===== src/rtl/deassign_ctrl.sv =====
// deassign_ctrl: register with a normal load path plus a pin/release override
// that mimics procedural assign/deassign. Release keeps the pinned value until
// the next normal load. All outputs are registered.
// Optional auto-release after TIMEOUT edges in PINNED: define DEASSIGN_CTRL_TIMEOUT_EN.
module deassign_ctrl #(
  parameter int WIDTH   = 4,
  parameter int TIMEOUT = 16
) (
  input  logic             clk,
  input  logic             rst_n,
  input  logic             load,
  input  logic [WIDTH-1:0] load_data,
  input  logic             pin_req,
  input  logic [WIDTH-1:0] pin_data,
  input  logic             rel_req,
  output logic [WIDTH-1:0] value,
  output logic             pinned,
  output logic             pin_ack,
  output logic             rel_ack,
  output logic             load_lost,
  output logic [7:0]       pin_cycles,
  output logic             timed_out
);

  localparam logic [1:0] S_IDLE    = 2'd0;
  localparam logic [1:0] S_PINNED  = 2'd1;
  localparam logic [1:0] S_RELEASE = 2'd2;

  // Out-of-range TIMEOUT values have no legal meaning; this block only gives
  // the parameter a visible home in builds that leave auto-release off.
  if (TIMEOUT < 1 || TIMEOUT > 255) begin : g_timeout_range
  end

  logic [1:0]       state_q, state_d;
  logic [WIDTH-1:0] value_q, value_d;
  logic             pinned_q, pinned_d;
  logic             pin_ack_q, pin_ack_d;
  logic             rel_ack_q, rel_ack_d;
  logic             load_lost_q, load_lost_d;
  logic [7:0]       pin_cycles_q, pin_cycles_d;
  logic             timed_out_q, timed_out_d;
  logic             to_hit;

`ifdef DEASSIGN_CTRL_TIMEOUT_EN
  // Count reaching TIMEOUT-1 at an edge means this edge is the TIMEOUT-th one.
  assign to_hit = (pin_cycles_q == 8'(TIMEOUT - 1));
`else
  assign to_hit = 1'b0;
`endif

  // Next-state and registered-output decode.
  always_comb begin
    state_d      = state_q;
    value_d      = value_q;
    pinned_d     = 1'b0;
    pin_ack_d    = 1'b0;
    rel_ack_d    = 1'b0;
    load_lost_d  = 1'b0;
    pin_cycles_d = pin_cycles_q;
    timed_out_d  = 1'b0;
    case (state_q)
      S_PINNED: begin
        // Loads are always discarded while pinned; count saturates at 255.
        load_lost_d  = load;
        pin_cycles_d = (pin_cycles_q == 8'hFF) ? 8'hFF : pin_cycles_q + 8'd1;
        if (rel_req) begin
          // Release beats a simultaneous re-pin.
          state_d   = S_RELEASE;
          rel_ack_d = 1'b1;
        end else if (pin_req) begin
          // Re-pin beats auto-release and restarts the count.
          value_d      = pin_data;
          pin_ack_d    = 1'b1;
          pinned_d     = 1'b1;
          pin_cycles_d = 8'd0;
        end else if (to_hit) begin
          state_d     = S_RELEASE;
          rel_ack_d   = 1'b1;
          timed_out_d = 1'b1;
        end else begin
          pinned_d = 1'b1;
        end
      end
      default: begin
        // IDLE and the one-cycle RELEASE state behave identically; rel_req is ignored.
        state_d = S_IDLE;
        if (pin_req) begin
          state_d      = S_PINNED;
          value_d      = pin_data;
          pin_ack_d    = 1'b1;
          pinned_d     = 1'b1;
          pin_cycles_d = 8'd0;
          load_lost_d  = load;
        end else if (load) begin
          value_d = load_data;
        end
      end
    endcase
  end

  // State and output registers, cleared immediately on reset.
  always_ff @(posedge clk or negedge rst_n) begin
    if (!rst_n) begin
      state_q      <= S_IDLE;
      value_q      <= '0;
      pinned_q     <= 1'b0;
      pin_ack_q    <= 1'b0;
      rel_ack_q    <= 1'b0;
      load_lost_q  <= 1'b0;
      pin_cycles_q <= 8'd0;
      timed_out_q  <= 1'b0;
    end else begin
      state_q      <= state_d;
      value_q      <= value_d;
      pinned_q     <= pinned_d;
      pin_ack_q    <= pin_ack_d;
      rel_ack_q    <= rel_ack_d;
      load_lost_q  <= load_lost_d;
      pin_cycles_q <= pin_cycles_d;
      timed_out_q  <= timed_out_d;
    end
  end

  assign value      = value_q;
  assign pinned     = pinned_q;
  assign pin_ack    = pin_ack_q;
  assign rel_ack    = rel_ack_q;
  assign load_lost  = load_lost_q;
  assign pin_cycles = pin_cycles_q;
  assign timed_out  = timed_out_q;

endmodule

===== config.mk =====
export PLATFORM = sky130hd
export DESIGN_NAME = deassign_ctrl
export DESIGN_NICKNAME = d
export VERILOG_FILES = /design/src/rtl/deassign_ctrl.sv
export SDC_FILE = /design/constraint.sdc
export NUM_CORES = 1
export LEC_CHECK = 0
export ABC_AREA = 1
export BUFFER_PORTS_ARGS = -buffer_cell sky130_fd_sc_hd__buf_2
export CAP_MARGIN = 20
export CORE_AREA = 2 2 44 50
export DETAILED_ROUTE_END_ITERATION = 8
export DIE_AREA = 0 0 46 52
export GPL_TIMING_DRIVEN = 0
export PLACE_DENSITY = 0.88
export SETUP_SLACK_MARGIN = 0.1
export SYNTH_ARGS = -nofsm -noshare
export SYNTH_HDL_FRONTEND = slang
export SYNTH_SLANG_ARGS = --single-unit

===== constraint.sdc =====
create_clock -name clk -period 2.7 [get_ports clk]
set_input_delay 0.135 -clock clk [delete_from_list [all_inputs] [get_ports clk]]
set_output_delay 0.135 -clock clk [all_outputs]
set_load 0.02 [all_outputs]

== Yosys cells after proc, flatten, opt, wreduce, memory -nomap -nowiden ==
Index checks and enable logic that the tools add are counted.

* Register bits after elaboration: 18
* Input port bits: 13
* Output and inout port bits: 17
* Logic and storage cells: 38

* Add/subtract/negate cells: 1
* Equal/unequal tests: 5
* Multiplexer cells: 22
* Reduce and logical (&&, ||, !) cells: 3

{| class="wikitable"
|+ Operator list
! kind !! count
|-
| 8-bit 2-to-1 mux || 5
|-
| 4-bit 2-to-1 mux || 5
|-
| 1-bit 2-to-1 mux || 10
|-
| 8-bit by 1-bit adder with 8-bit output, second input constant || 1
|-
| 8-bit == test, second input constant || 1
|-
| 2-bit != test, second input constant || 3
|-
| 2-bit 2-to-1 mux || 2
|-
| 2-bit nonzero test || 2
|-
| 3-bit AND reduction || 1
|-
| 2-bit by 1-bit == test with 1-bit output, second input constant || 1
|}

== Longest topological paths before layout ==
* Depth in word-level cells: 5
* Mapped depth: 9
* Mapped depth without buffers: 8

== Worst setup path after synthesis ==
OpenSTA, ideal clock, no wires.

* Path type: reg2reg
* From: reg pin_cycles_q[1], in the netlist pin_cycles[1]
* To: reg pin_cycles_q[2], in the netlist pin_cycles[2]
* Setup time: 0.065 ns
* Arrival: 1.201 ns
* Data required time: 2.635 ns
* Path slack: 1.434 ns
* Stages on the path, launching flop included: 8
* Path buffers: 0
* Clock period less this slack: 1.266 ns
* Path through: dfrtp_1 ha_1 nand2_1 inv_1 nand3_4 o21ai_0 nand2_1 nand2_1

* Longest elaborated chain between the ends: 5
* Elaborated cells on any way between the ends: 6
* Those cells by class: add/sub: 1; eq/ne: 1; mux: 4

{| class="wikitable"
|+ Ends and longest elaborated chain
! element !! RTL line !! RTL
|-
| from (decl) || 40 || <nowiki>logic [7:0] pin_cycles_q, pin_cycles_d;</nowiki>
|-
| from (signal assigned) || 119 || <nowiki>pin_cycles_q <= pin_cycles_d;</nowiki>
|-
| 8-bit by 1-bit adder with 8-bit output or 8-bit == test (tied branches) || 65 || <nowiki>pin_cycles_d = (pin_cycles_q == 8'hFF) ? 8'hFF : pin_cycles_q + 8'd1;</nowiki>
|-
| 8-bit 2-to-1 mux (*) || 65 ||
|-
| 8-bit 2-to-1 mux || 70 || <nowiki>end else if (pin_req) begin</nowiki>
|-
| 8-bit 2-to-1 mux (*) || 66 || <nowiki>if (rel_req) begin</nowiki>
|-
| 8-bit 2-to-1 mux (*) || 61 || <nowiki>case (state_q)</nowiki>
|}

Every way passes the cells marked *; elsewhere a longest branch is shown, timed or not.
A chain may end at the register's enable or synchronous reset.

== Final worst setup path ==
* From: reg pin_cycles_q[0], in the netlist pin_cycles[0]
* To: reg pin_cycles_q[3], in the netlist pin_cycles[3]

The elaborated chain is that of the path after synthesis.

==> summary.txt <==
Global routing
  • Global-route wire length before repair: 3420 um
  • Initial antenna violation count: 0
  • Global route overflow: 0
  • Overall Global Routing Usage: 0.198
  • Vias in the first global route: 837
  • Largest net degree at the start of global routing: 19

Synth
  • Post-synthesis cell area: 953 um2
  • Distinct cells, synth: 23
  • Ys async rst share: 1.00
  • Sequential share of the synthesized area: 0.472
  • Mean post-synth cell area: 7.75 um2
  • Post-synth EDFFs: 0
  • Count leader, synth: nand2_1
  • Synth Flop Type: dfrtp_1
  • Post-synthesis cell count: 123
  • Syn Nets: 137
  • Most area-consuming cells after synthesis: dfrtp_1 (47%), nand2_1 (21%), inv_1 (3.9%)
  • Post-synth top area share: 0.472
  • #FFs+latches synth: 18
  • Most frequent cells after synthesis: nand2_1 (53), dfrtp_1 (18), inv_1 (10)
  • Ys Warns: 0
  • Leading area contributor after synthesis: dfrtp_1

STA
  • Setup violators final: 0
  • Setup ws final: 1350 ps
  • Final hold vios: 0
  • Final period util: 0.501
  • Fmax: 0.739 GHz
  • Final Skew: 0.704 ps
  • RSZ-0062 raised after global routing: no
  • Sum Neg Setup Slack: 0 ps
  • Minimum clock period: 1350 ps
  • Pins Over Slew Limit: 0
  • Hold_ws: 108 ps

Pwr
  • Leakage: 0.666 nW
  • Power Dens Cells: 675 nW/um2
  • VDD IR max: 0.000449 V
  • Cell Int Power: 0.490 mW
  • Logic gate share of total power: 0.341
  • Sw Pwr: 0.295 mW
  • Fraction of power spent switching nets: 0.375
  • Part of the power in registers: 0.449
  • Clock share of power: 0.210

Clock network
  • Clk sinks: 18
  • Root Buffer: clkbuf_4
  • CTS tree: built
  • Maximum root-to-sink buffer count: 2
  • Worst-path clk slew: 100 ps
  • Worst skew pair latency: 290 ps
  • Num CTS Buffers: 3
  • Postcts setup bufs: 0
  • Cts repair resizes: 0
  • CTS H-tree lvls: 1
  • Hold buffers post-CTS: 1

Final layout
  • Layout cells sized above 1: 0.295
  • Area growth from synthesis to layout: 22.0%
  • N_diodes: 0
  • Non-Filler Instances: 175
  • Final #Nets: 171
  • Final Util: 0.608
  • Fillers: 167

Setup path
  • Crit path DAT: 1590 ps
  • WP data required: 2940 ps
  • Crit Path Class: reg2reg
  • Startpoint Class: flip-flop
  • Critical path peak fanout: 7
  • Crit. End Element: flip-flop

Place
  • Placer Congestion: 0.795
  • Inst Count DP: 170
  • PortBufs: 28
  • Dpl ws: 1390 ps
  • Dpl hpwl: 1520 um

Routing
  • DRC: 0
  • DR WL/cell: 11.1 um
  • Via density: 5.03
  • DR pass1 iterations: 7
  • Routed vias: 881
  • DRT iter0 DRCs: 27
  • Antenna viol nets, final: 0
  • Routed Wire Length: 1940 um

Floorplan
  • Die area: 2390 um2
  • Boundary Pins: 30
  • Initial Util: 0.498
  • Die width: 46 um
  • Cell row count: 17
  • Chip Height: 52 um
  • Core area: 1910 um2

Outcome
  • Run status: finished clean

Run
  • Max Cap Viol: 0

Hold path
  • Worst Hold Class: in2reg
per-stage QoR:
| step | cell area [um2] | total power, mW |
|---|---|---|
| 3_5_place_dp | 1120 | 0.628 |
| 5_1_grt | 1160 | 0.849 |
| 3_3_place_gp | 1120 | 0.616 |
| 4_1_cts | 1160 | 0.794 |
| 6_report | 1160 | 0.785 |
| 2_1_floorplan | 953 | 0.539 |
sequential cells by signal, indices dropped and copies added, names as in the netlist:
signal and flops:
value 4, pin_cycles 8, rel_ack 1, pinned 1, pin_ack 1, load_lost 1
state_q 2
power by group through the flow:
stage / Clock, mW / Combinational [mW] / Sequential (mW)
floorplan: 0 / 0.130 / 0.409
global placement: 0 / 0.261 / 0.355
detailed placement: 0 / 0.269 / 0.359
CTS: 0.170 / 0.271 / 0.353
global route: 0.184 / 0.305 / 0.361
finish: 0.165 / 0.268 / 0.352
cells in the final DEF (no fill, tap or decap), types with 2 or more instances in the layout:
master and n:
clkbuf_4 3, dfrtp_1 18, nand3_1 7, nand2_4 2, a21oi_1 3, o21ai_0 3, inv_1 10, buf_2 28
nand2_2 2, nand2_1 53, nor2_1 9, o21ai_1 2, inv_2 2
logic make-up (layout without fill, tap and decap cells):
| family | Yosys count | after routing | share of synthesized area |
|---|---|---|---|
| other cells | 1 | 1 | 0.00393 |
| flops | 18 | 18 | 0.472 |
| fa+ha+maj | 1 | 1 | 0.0131 |
| compound gates | 11 | 11 | 0.0761 |
| simple gates | 77 | 77 | 0.361 |
| buf+inv | 15 | 48 | 0.0735 |
worst max-delay path: stages, from the launching register on:
cell and delay [ps]:
dfrtp_1 430, ha_1 220, nand2_1 80, inv_1 190, nand3_4 150, o21ai_1 110
nand2_1 70, nand2_1 60
cell type report:
cell class,instances,area (um2),share of cell area
clock buffers,4,36.3,0.0312
repair buffers,29,150,0.129
plain buffers,2,18.8,0.0161
flip-flops and latches,18,450,0.387
inverters,13,51.3,0.0441
well taps,19,23.8,0.0204
multi-input cells,90,433,0.372
path summary, 6_finish.rpt:
kind	end	depth (start not counted)	slack (ps)	start
max in group asynchronous	state_q[1]	2	2130	rst_n
min in group asynchronous	pin_cycles[6]	2	290	rst_n
worst max register to register	pin_cycles[3]	7	1350	pin_cycles[0]
worst min register to register	value[3]	2	480	value[3]
worst max-delay path	pin_cycles[3]	7	1350	pin_cycles[0]
worst min-delay path	load_lost	3	110	load
per-layer routing:
layer  GRT usage  vias up  wire, um
li1            -      445         -
met1       0.212      404       737
met2       0.359       28      1070
met3      0.0382        4        96
met4      0.0905        0        31
met5           0        -         0
Power figures use the tool's default switching activity.
